## src/rtl/madgwick_wb_bridge.sv

```systemverilog
`default_nettype none
// ============================================================================
// Module   : madgwick_wb_bridge
// Purpose  : Wishbone slave front-end for the Madgwick filter core. Sensor
//            channels are staged by the CPU and pushed as sample vectors into
//            a FIFO. The FIFO streams to the filter over valid/ready, and the
//            filter results are captured into readable registers.
// Options  : MADGWICK_WB_IRQ_EN adds the irq_o port and the CTRL[6] irq_en bit.
// Revision : 1.0 - initial release
// ============================================================================
module madgwick_wb_bridge #(
  parameter int IN_CH      = 6,
  parameter int IN_W       = 16,
  parameter int OUT_CH     = 4,
  parameter int OUT_W      = 32,
  parameter int FIFO_DEPTH = 4,
  parameter int ADR_W      = 6
) (
  input  logic                      clk,
  input  logic                      rst_n,
  input  logic [ADR_W-1:0]          adr_i,
  input  logic [31:0]               dat_i,
  output logic [31:0]               dat_o,
  input  logic                      we_i,
  input  logic                      stb_i,
  input  logic                      cyc_i,
  output logic                      ack_o,
  output logic                      f_rst_n_o,
  output logic                      s_valid_o,
  output logic [IN_CH*IN_W-1:0]     s_data_o,
  input  logic                      s_ready_i,
  input  logic                      r_valid_i,
  input  logic [OUT_CH*OUT_W-1:0]   r_data_i,
  output logic                      r_ready_o
`ifdef MADGWICK_WB_IRQ_EN
  ,
  output logic                      irq_o
`endif
);

  localparam int AW         = ADR_W - 2;
  localparam int CW         = $clog2(FIFO_DEPTH);
  localparam int VW         = IN_CH * IN_W;
  localparam int STATUS_IDX = IN_CH + OUT_CH + 1;

  logic [AW-1:0]    widx;
  logic             req, wr, ctrl_wr, last_ch_wr;
  logic             en, start, done, auto_mode, ovf, irq_en;
  logic             en_next, done_next;
  logic             push_req, push_ok, push_drop, pop, full;
  logic             disable_evt, capture, pending, busy;
  logic [IN_W-1:0]  stage [IN_CH];
  logic [OUT_W-1:0] result [OUT_CH];
  logic [VW-1:0]    fifo_mem [FIFO_DEPTH];
  logic [VW-1:0]    push_vec;
  logic [CW-1:0]    wr_ptr, rd_ptr;
  logic [CW:0]      level;
  logic [15:0]      res_cnt;
  logic [31:0]      ctrl_val, rd_data;
  logic             unused_bits;

  assign widx        = adr_i[ADR_W-1:2];
  assign req         = stb_i & cyc_i & ~ack_o;
  assign wr          = req & we_i;
  assign ctrl_wr     = wr & (widx == '0);
  assign last_ch_wr  = wr & (widx == AW'(IN_CH));
  // A write that clears enable also vetoes any push it would trigger
  assign en_next     = ctrl_wr ? dat_i[0] : en;
  assign pop         = s_valid_o & s_ready_i;
  assign full        = (level == (CW+1)'(FIFO_DEPTH));
  assign push_req    = (ctrl_wr & dat_i[1] & ~start) | (last_ch_wr & auto_mode);
  assign push_ok     = push_req & en_next & (~full | pop);
  assign push_drop   = push_req & en_next & full & ~pop;
  assign disable_evt = en & ~en_next;
  assign capture     = r_valid_i & r_ready_o;
  assign busy        = (level != '0) | pending;
  // A capture always wins over any done-clearing event in the same cycle
  assign done_next   = capture |
                       (done & ~((push_req & en_next) | (ctrl_wr & ~dat_i[1]) | disable_evt));

  assign s_valid_o   = (level != '0) & en;
  assign s_data_o    = fifo_mem[rd_ptr];
  assign r_ready_o   = en;
  assign f_rst_n_o   = rst_n & en;
  assign ctrl_val    = {25'd0, irq_en, busy, ovf, auto_mode, done, start, en};
  assign unused_bits = ^{dat_i, adr_i[1:0]};

  // Staging vector as it will be after this write, so an auto push carries the new data
  always_comb begin
    push_vec = '0;
    for (int i = 0; i < IN_CH; i++) begin
      push_vec[i*IN_W +: IN_W] = (wr && widx == AW'(i+1)) ? dat_i[IN_W-1:0] : stage[i];
    end
  end

  // Read mux; unmapped words return zero
  always_comb begin
    rd_data = '0;
    if (widx == '0) rd_data = ctrl_val;
    for (int i = 0; i < IN_CH; i++) begin
      if (widx == AW'(i+1)) rd_data = 32'(signed'(stage[i]));
    end
    for (int j = 0; j < OUT_CH; j++) begin
      if (widx == AW'(IN_CH+1+j)) rd_data = 32'(signed'(result[j]));
    end
    if (widx == AW'(STATUS_IDX)) rd_data = {8'd0, res_cnt, 8'(level)};
  end

  // Single-cycle acknowledge with registered read data
  always_ff @(posedge clk or negedge rst_n) begin
    if (!rst_n) begin
      ack_o <= 1'b0;
      dat_o <= '0;
    end else begin
      ack_o <= req;
      dat_o <= (req & ~we_i) ? rd_data : '0;
    end
  end

  // Control bits, staging channels and result capture
  always_ff @(posedge clk or negedge rst_n) begin
    if (!rst_n) begin
      en        <= 1'b0;
      start     <= 1'b0;
      done      <= 1'b0;
      auto_mode <= 1'b0;
      ovf       <= 1'b0;
      res_cnt   <= '0;
      for (int i = 0; i < IN_CH; i++) stage[i] <= '0;
      for (int j = 0; j < OUT_CH; j++) result[j] <= '0;
    end else begin
      en   <= en_next;
      done <= done_next;
      // start is held until the filter answers, then drops so the next 0->1 can re-arm
      if (ctrl_wr) start <= dat_i[1];
      else if (capture) start <= 1'b0;
      if (ctrl_wr) auto_mode <= dat_i[3];
      if (push_drop) ovf <= 1'b1;
      else if (ctrl_wr && dat_i[4]) ovf <= 1'b0;
      for (int i = 0; i < IN_CH; i++) begin
        if (wr && widx == AW'(i+1)) stage[i] <= dat_i[IN_W-1:0];
      end
      if (capture) begin
        for (int j = 0; j < OUT_CH; j++) result[j] <= r_data_i[j*OUT_W +: OUT_W];
        res_cnt <= res_cnt + 16'd1;
      end
    end
  end

  // Sample FIFO plus the outstanding-sample flag; disabling flushes both
  always_ff @(posedge clk or negedge rst_n) begin
    if (!rst_n) begin
      wr_ptr  <= '0;
      rd_ptr  <= '0;
      level   <= '0;
      pending <= 1'b0;
      for (int k = 0; k < FIFO_DEPTH; k++) fifo_mem[k] <= '0;
    end else if (disable_evt) begin
      wr_ptr  <= '0;
      rd_ptr  <= '0;
      level   <= '0;
      pending <= 1'b0;
    end else begin
      if (push_ok) begin
        fifo_mem[wr_ptr] <= push_vec;
        wr_ptr           <= wr_ptr + 1'b1;
      end
      if (pop) rd_ptr <= rd_ptr + 1'b1;
      level <= level + (CW+1)'(push_ok) - (CW+1)'(pop);
      if (pop) pending <= 1'b1;
      else if (capture) pending <= 1'b0;
    end
  end

`ifdef MADGWICK_WB_IRQ_EN
  // Interrupt enable bit and registered interrupt aligned with done
  always_ff @(posedge clk or negedge rst_n) begin
    if (!rst_n) begin
      irq_en <= 1'b0;
      irq_o  <= 1'b0;
    end else begin
      if (ctrl_wr) irq_en <= dat_i[6];
      irq_o <= done_next & (ctrl_wr ? dat_i[6] : irq_en);
    end
  end
`else
  assign irq_en = 1'b0;
`endif

endmodule
`default_nettype wire

```

## config.mk

```make
export PLATFORM = sky130hd
export DESIGN_NAME = madgwick_wb_bridge
export DESIGN_NICKNAME = d
export VERILOG_FILES = /design/src/rtl/madgwick_wb_bridge.sv
export SDC_FILE = /design/constraint.sdc
export NUM_CORES = 1
export LEC_CHECK = 0
export BUFFER_PORTS_ARGS = -buffer_cell sky130_fd_sc_hd__buf_2
export CAP_MARGIN = 20
export CORE_ASPECT_RATIO = 0.8
export CORE_MARGIN = 2
export CORE_UTILIZATION = 42
export CTS_CLUSTER_DIAMETER = 150
export DETAILED_ROUTE_END_ITERATION = 12
export PLACE_DENSITY = 0.57
export SLEW_MARGIN = 0
export SYNTH_ARGS = -nofsm -noshare
export SYNTH_HDL_FRONTEND = slang
export SYNTH_SLANG_ARGS = --single-unit
```

## constraint.sdc

```tcl
create_clock -name clk -period 2.9 [get_ports clk]
set_input_delay 0.58 -clock clk [delete_from_list [all_inputs] [get_ports clk]]
set_output_delay 0.58 -clock clk [all_outputs]
set_load 0.05 [all_outputs]
```

# [Word-level counts from Yosys, hierarchy flattened]
# Index checks and enable logic that the tools add are counted.
[op_classes] n_addsub=5 mul=0 n_div=0 n_lt_le_gt_ge=3 eq_ne=12 n_shift=0 n_mux=37 n_bitwise=37 n_reduce_logical=16
[op_table] cell="$bwmux W384" n=1
[op_table] cell="$mux W32" n=12
[op_table] cell="$mux W96" n=3
[op_table] cell="$bmux W96 S2" n=1
[op_table] cell="$demux W96 S2" n=1
[op_table] cell="$mux W16" n=6
[op_table] cell="$and A1 B1 Y1" n=20
[op_table] cell="$add A16 B1 Y16 const B" n=1
[op_table] cell="$eq A4 B3 Y1 const B" n=4
[op_table] cell="$eq A4 B4 Y1 const B" n=4
[op_table] cell="$not A1 Y1" n=9
[op_table] cell="$eq A4 B2 Y1 const B" n=2
[op_table] cell="$logic_and A1 B1 Y1" n=8
[op_table] cell="$mux W2" n=4
[op_table] cell="$reduce_bool A2 Y1" n=4
[op_table] cell="$mux W1" n=7
[op_table] cell="$ge A3 B3 Y1 const B" n=2
[op_table] cell="$mux W6" n=1
[op_table] cell="$not A2 Y3" n=2
[op_table] cell="$or A1 B1 Y1" n=6
[op_table] cell="$reduce_bool A3 Y1" n=2
[op_table] cell="$add A2 B1 Y2 const B" n=2
[op_table] cell="$eq A4 B1 Y1 const B" n=1
[op_table] cell="$logic_not A4 Y1" n=1
[op_table] cell="6 further kinds" n=6
[word_totals] register_bits=670 latchBits=0 ram_bits=0 rom_bits=0 output_inout_bits=132 elab_cells=136 mem_count=0

# [Depth between registers and ports, before layout]
[logic_depth] word_depth=15 ltp_mapped=11 mapped_depth_nobuf=10

# [Worst setup path before layout]
# OpenSTA, ideal clock, no wires.
[synth_path] kind="input to register" from="input adr_i[2]" to="register level[2]" setup_ps=139 arrival_ps=2648 t_required_ps=2761 slack_ps=114 cell_stages=10 n_path_buf=1 cell_sequence="buf_6 nor4_4 a32oi_1 nor4_4 ha_1 inv_1 fa_1 xor2_1 xnor2_1 nor2_1"
[synth_via] elab_chain_cells=10 elab_cells_between_ends=16
[synth_rtl] element="from (decl)" line="21" source="input logic [ADR_W-1:0] adr_i,"
[synth_rtl] element="$logic_not A4 Y1" line="65" source="assign ctrl_wr = wr & (widx == '0);"
[synth_rtl] element="$and A1 B1 Y1" line="65"
[synth_rtl] element="$and A1 B1 Y1 (2 in series)" line="71" source="assign push_req = (ctrl_wr & dat_i[1] & ~start) | (last_ch_wr & auto_mode);"
[synth_rtl] element="$or A1 B1 Y1" line="71"
[synth_rtl] element="$and A1 B1 Y1 (2 in series)" line="72" source="assign push_ok = push_req & en_next & (~full | pop);"
[synth_rtl] element="$add A3 B1 Y3" line="169" source="level <= level + (CW+1)'(push_ok) - (CW+1)'(pop);"
[synth_rtl] element="$sub A3 B1 Y3" line="169"
[synth_rtl] element="$mux W3 *" line="158" source="end else if (disable_evt) begin"
[synth_rtl] element="to (signal assigned)" line="169"
[synth_rtl] element="to (decl)" line="57" source="logic [CW:0] level;"
# Every way passes the cells marked *; elsewhere a longest branch is shown, timed or not.
# A chain may end at the register's enable or synchronous reset.

# [Worst setup path after layout]
[layout_path] from="register rd_ptr[0]" to="output s_data_o[66]"
[layout_via] elab_chain_cells=4
[layout_rtl] element="from (decl)" line="56" source="logic [CW-1:0] wr_ptr, rd_ptr;"
[layout_rtl] element="from (signal assigned)" line="168" source="if (pop) rd_ptr <= rd_ptr + 1'b1;"
[layout_rtl] element="$not A2 Y3 (implied by the code)" line="82" source="assign s_data_o = fifo_mem[rd_ptr];"
[layout_rtl] element="$bmux W96 S2" line="82"
[layout_rtl] element="$mux W96 (implied by the code) (2 in series)" line="82"
[layout_rtl] element="to (decl)" line="30" source="output logic [IN_CH*IN_W-1:0] s_data_o,"
# No other way between the ends. The select of a mux whose other input is x is not followed.

==> results.py <==
metrics = {
    "place": {
        "port_buffers": 286,
        "dp_hpwl_um": 63300,
        "place.gp.congestion": 0.882,
        "dp_cells": 3940,
        "place_area_um2": 32400,
    },
    "synth": {
        "netlist_instances": 2800,
        "synth_top_area_cell": "dfrtp_1",
        "synthTopCellsByArea": "dfrtp_1 (58%), nand2_1 (11%), o21ai_0 (7.5%), mux4_2 (7.4%), mux2i_1 (4.5%)",
        "netlist_area_um2": 29100,
        "synth_nets": 2981,
        "yosysWarningCount": 0,
        "async_flop_share_pct": 100,
        "ys_seq_area_share_pct": 57.5,
        "synth_cell_types": 58,
        "ys_ff_latch": 670,
        "synth_top_area_share_pct": 57.5,
        "synth_edf_count": 0,
        "synth_top_flop_cell": "dfrtp_1",
        "synth.avg_cell_area_um2": 10.4,
    },
    "detailed_routing": {
        "postRouteAntennaNets": 0,
        "wl_um": 94500,
        "drc_errors": 0,
        "dr.first_iter.drc_count": 2170,
        "wl_per_cell_um": 23.2,
        "drt_first_pass_iters": 7,
        "via_per_inst": 5.58,
        "via_count": 22700,
    },
    "floorplanning": {
        "floorplan.initialDensity_pct": 42.4,
        "die-width_um": 298,
        "chipHeight_um": 240,
        "dieArea_um2": 71500,
        "core_um2": 68800,
        "io_pins": 305,
        "std_cell_rows": 86,
    },
    "timing": {
        "finClkSkew_ns": 0.0325,
        "relSlewSlack_pct": 38.1,
        "fmax_ghz": 0.348,
        "tightestPinTransition_ns": 0.928,
        "rsz0062_at_grt": "yes",
        "setup_viol": 0,
        "min_period_ns": 2.87,
        "finalMaxSlewViolations": 0,
        "hold_viol": 0,
        "finalCritPeriodShare_pct": 99.1,
        "tns_ns": 0,
    },
    "setup_path": {
        "r2r_slack_ns": 0.42,
        "worstPathRequired_ns": 2.32,
        "cp-start-kind": "flop",
        "crit_type": "reg -> out",
        "reg2reg_from": "ack_o",
        "arrival_ns": 2.29,
        "rr_worst_depth": 6,
        "r2r-end": "fifo_mem[126]",
        "crit_path_end_kind": "output port",
        "path_max_fanout": 19,
    },
    "global_routing": {
        "grt_max_degree": 120,
        "overflow": 0,
        "track_usage_pct": 26.4,
        "grt_pass1_vias": 22800,
        "grt_antenna_before_repair": 10,
        "grt_pass1_wl_um": 142000,
    },
    "min_path": {
        "hold_depth": 3,
        "hold_path_startpoint": "r_data_i[13]",
        "hp-class": "in -> reg",
        "min_to": "result[109]",
    },
    "clock_network": {
        "h-tree-depth": 3,
        "clock_latency_ns": 0.62,
        "cts_buffers": 70,
        "tritoncts": "built",
        "clockBufferDepth": 3,
        "cts_root_buf": "clkbuf_16",
        "clk_pin_slew_worst_paths_ns": 0.06,
        "cts.sinks": 670,
    },
    "layout": {
        "multi_input_area_um2": 11200,
        "utilization_pct": 50.9,
        "seq_area_um2": 16800,
        "fill_cells": 6147,
        "drive_gt1_share_pct": 21.1,
        "stdcell_count": 4079,
        "fin_nets": 3279,
        "syn2layout_area_growth_pct": 20.2,
        "fin_area_um2": 35000,
    },
    "pwr": {
        "combPwrFrac_pct": 14.4,
        "power_frac_seq_pct": 46.9,
        "pwr-share-clk_pct": 38.7,
        "p_per_area_nw_per_um2": 679,
        "p_leak_nw": 17.5,
        "ir_drop_mv": 0.460,
        "sw_frac_of_total_pct": 28.0,
        "p_sw_mw": 6.67,
        "internal_power_mw": 17.1,
        "power_mw": 23.8,
    },
    "flow_run": {
        "maxCapViolations": 0,
    },
    "outcome": {
        "status": "finished, final reports clean",
    },
}
==> worst max-delay path, stage by stage (launching register included) <==
cell,delay (ns)
dfrtp_4,0.52
buf_12,0.19
buf_16,0.20
mux4_2,0.56
buf_6,0.18
==> power by group through the flow <==
stage	combinational, mW	sequential, mW	clock (mW)
after floorplan	1.94	11.0	0
after global placement	3.24	11.3	0
after detailed placement	3.30	11.3	0
after CTS	3.40	11.1	9.38
after global routing	3.76	11.2	9.80
final	3.42	11.2	9.22
==> per-layer routing <==
metal  global-route usage [%]  routed length, µm  vias up  share of wire, %
li1                         -                  -    10100                 -
met1                     37.9              41100    11600                43
met2                     39.6              43200      864                46
met3                     6.45               7710      138               8.2
met4                     7.78               2490        6               2.6
met5                        0                 35        -             0.037
==> cells in the mapped netlist (17+ instances only) <==
library cell,n
o21ai_0,435
buf_2,17
o221ai_1,27
buf_1,20
inv_1,110
mux4_2,96
nor2_1,40
a21oi_1,27
clkbuf_1,157
dfrtp_1,670
a221oi_1,23
mux2i_1,130
mux2_2,21
nand2_1,833
==> cells by family after synthesis <==
| group | after synthesis | share of synthesized area, % |
|---|---|---|
| fa+ha+maj | 8 | 0.369 |
| mux | 247 | 12.7 |
| buf+inv | 306 | 4.04 |
| compound gates | 613 | 12.0 |
| simple gates | 937 | 12.7 |
| flops | 670 | 57.5 |
| xor+xnor | 19 | 0.571 |
==> area by class of cell <==
type                    instances  area share [%]
clock buffers                 104            6.12
clock inverters                17           0.636
repair buffers                421            8.75
flip-flops and latches        670            47.9
diodes                          8          0.0571
well taps                     924            3.30
multi-input cells            1824            32.1
inverters                     111            1.19
==> worst max path at each step <==
stage / cells after the start / start / endpoint / slack, ns
after CTS: 4 / rd_ptr[0] / s_data_o[90] / -0.01
after global routing: 4 / rd_ptr[0] / s_data_o[70] / -0.06
after floorplan: 10 / adr_i[2] / level[2] / 0.11
after global placement: 7 / adr_i[2] / dat_o[0] / 0.24
final: 4 / rd_ptr[0] / s_data_o[66] / 0.03
after detailed placement: 7 / adr_i[2] / dat_o[0] / 0.17
==> timing repair <==
item | in CTS | in global routing
setup buffers | 8 | 1
hold endpoints to repair | 26 | 0
setup endpoints to repair | 94 | 62
hold buffers | 1 | 0
resized for setup | 35 | 41
==> cells in the final DEF (no fill, tap or decap), types with 27 or more instances in the layout <==
master     instances
mux2i_1          130
nor2_1            40
o21ai_0          435
a21oi_1           27
buf_4            117
dfrtp_1          668
inv_1            110
clkbuf_16         73
buf_12            31
o221ai_1          27
buf_2            244
mux4_2            96
nand2_1          828
==> sequential cells by signal, indices dropped and copies added, names as in the netlist, 2 cells and up <==
register,cells
rd_ptr,2
fifo_mem,384
stage,96
wr_ptr,2
dat_o,32
level,3
result,128
res_cnt,16
==> metrics by stage <==
stage / hold WS, ns / worst slack (ns)
detailed placement: 0.458 / 0.168
global route: 0.140 / -0.0564
finish: 0.153 / 0.0252
global placement: 0.456 / 0.236
CTS: 0.120 / -0.00950
floorplan: 0.284 / 0.114
(Power assumes the default switching activity.)
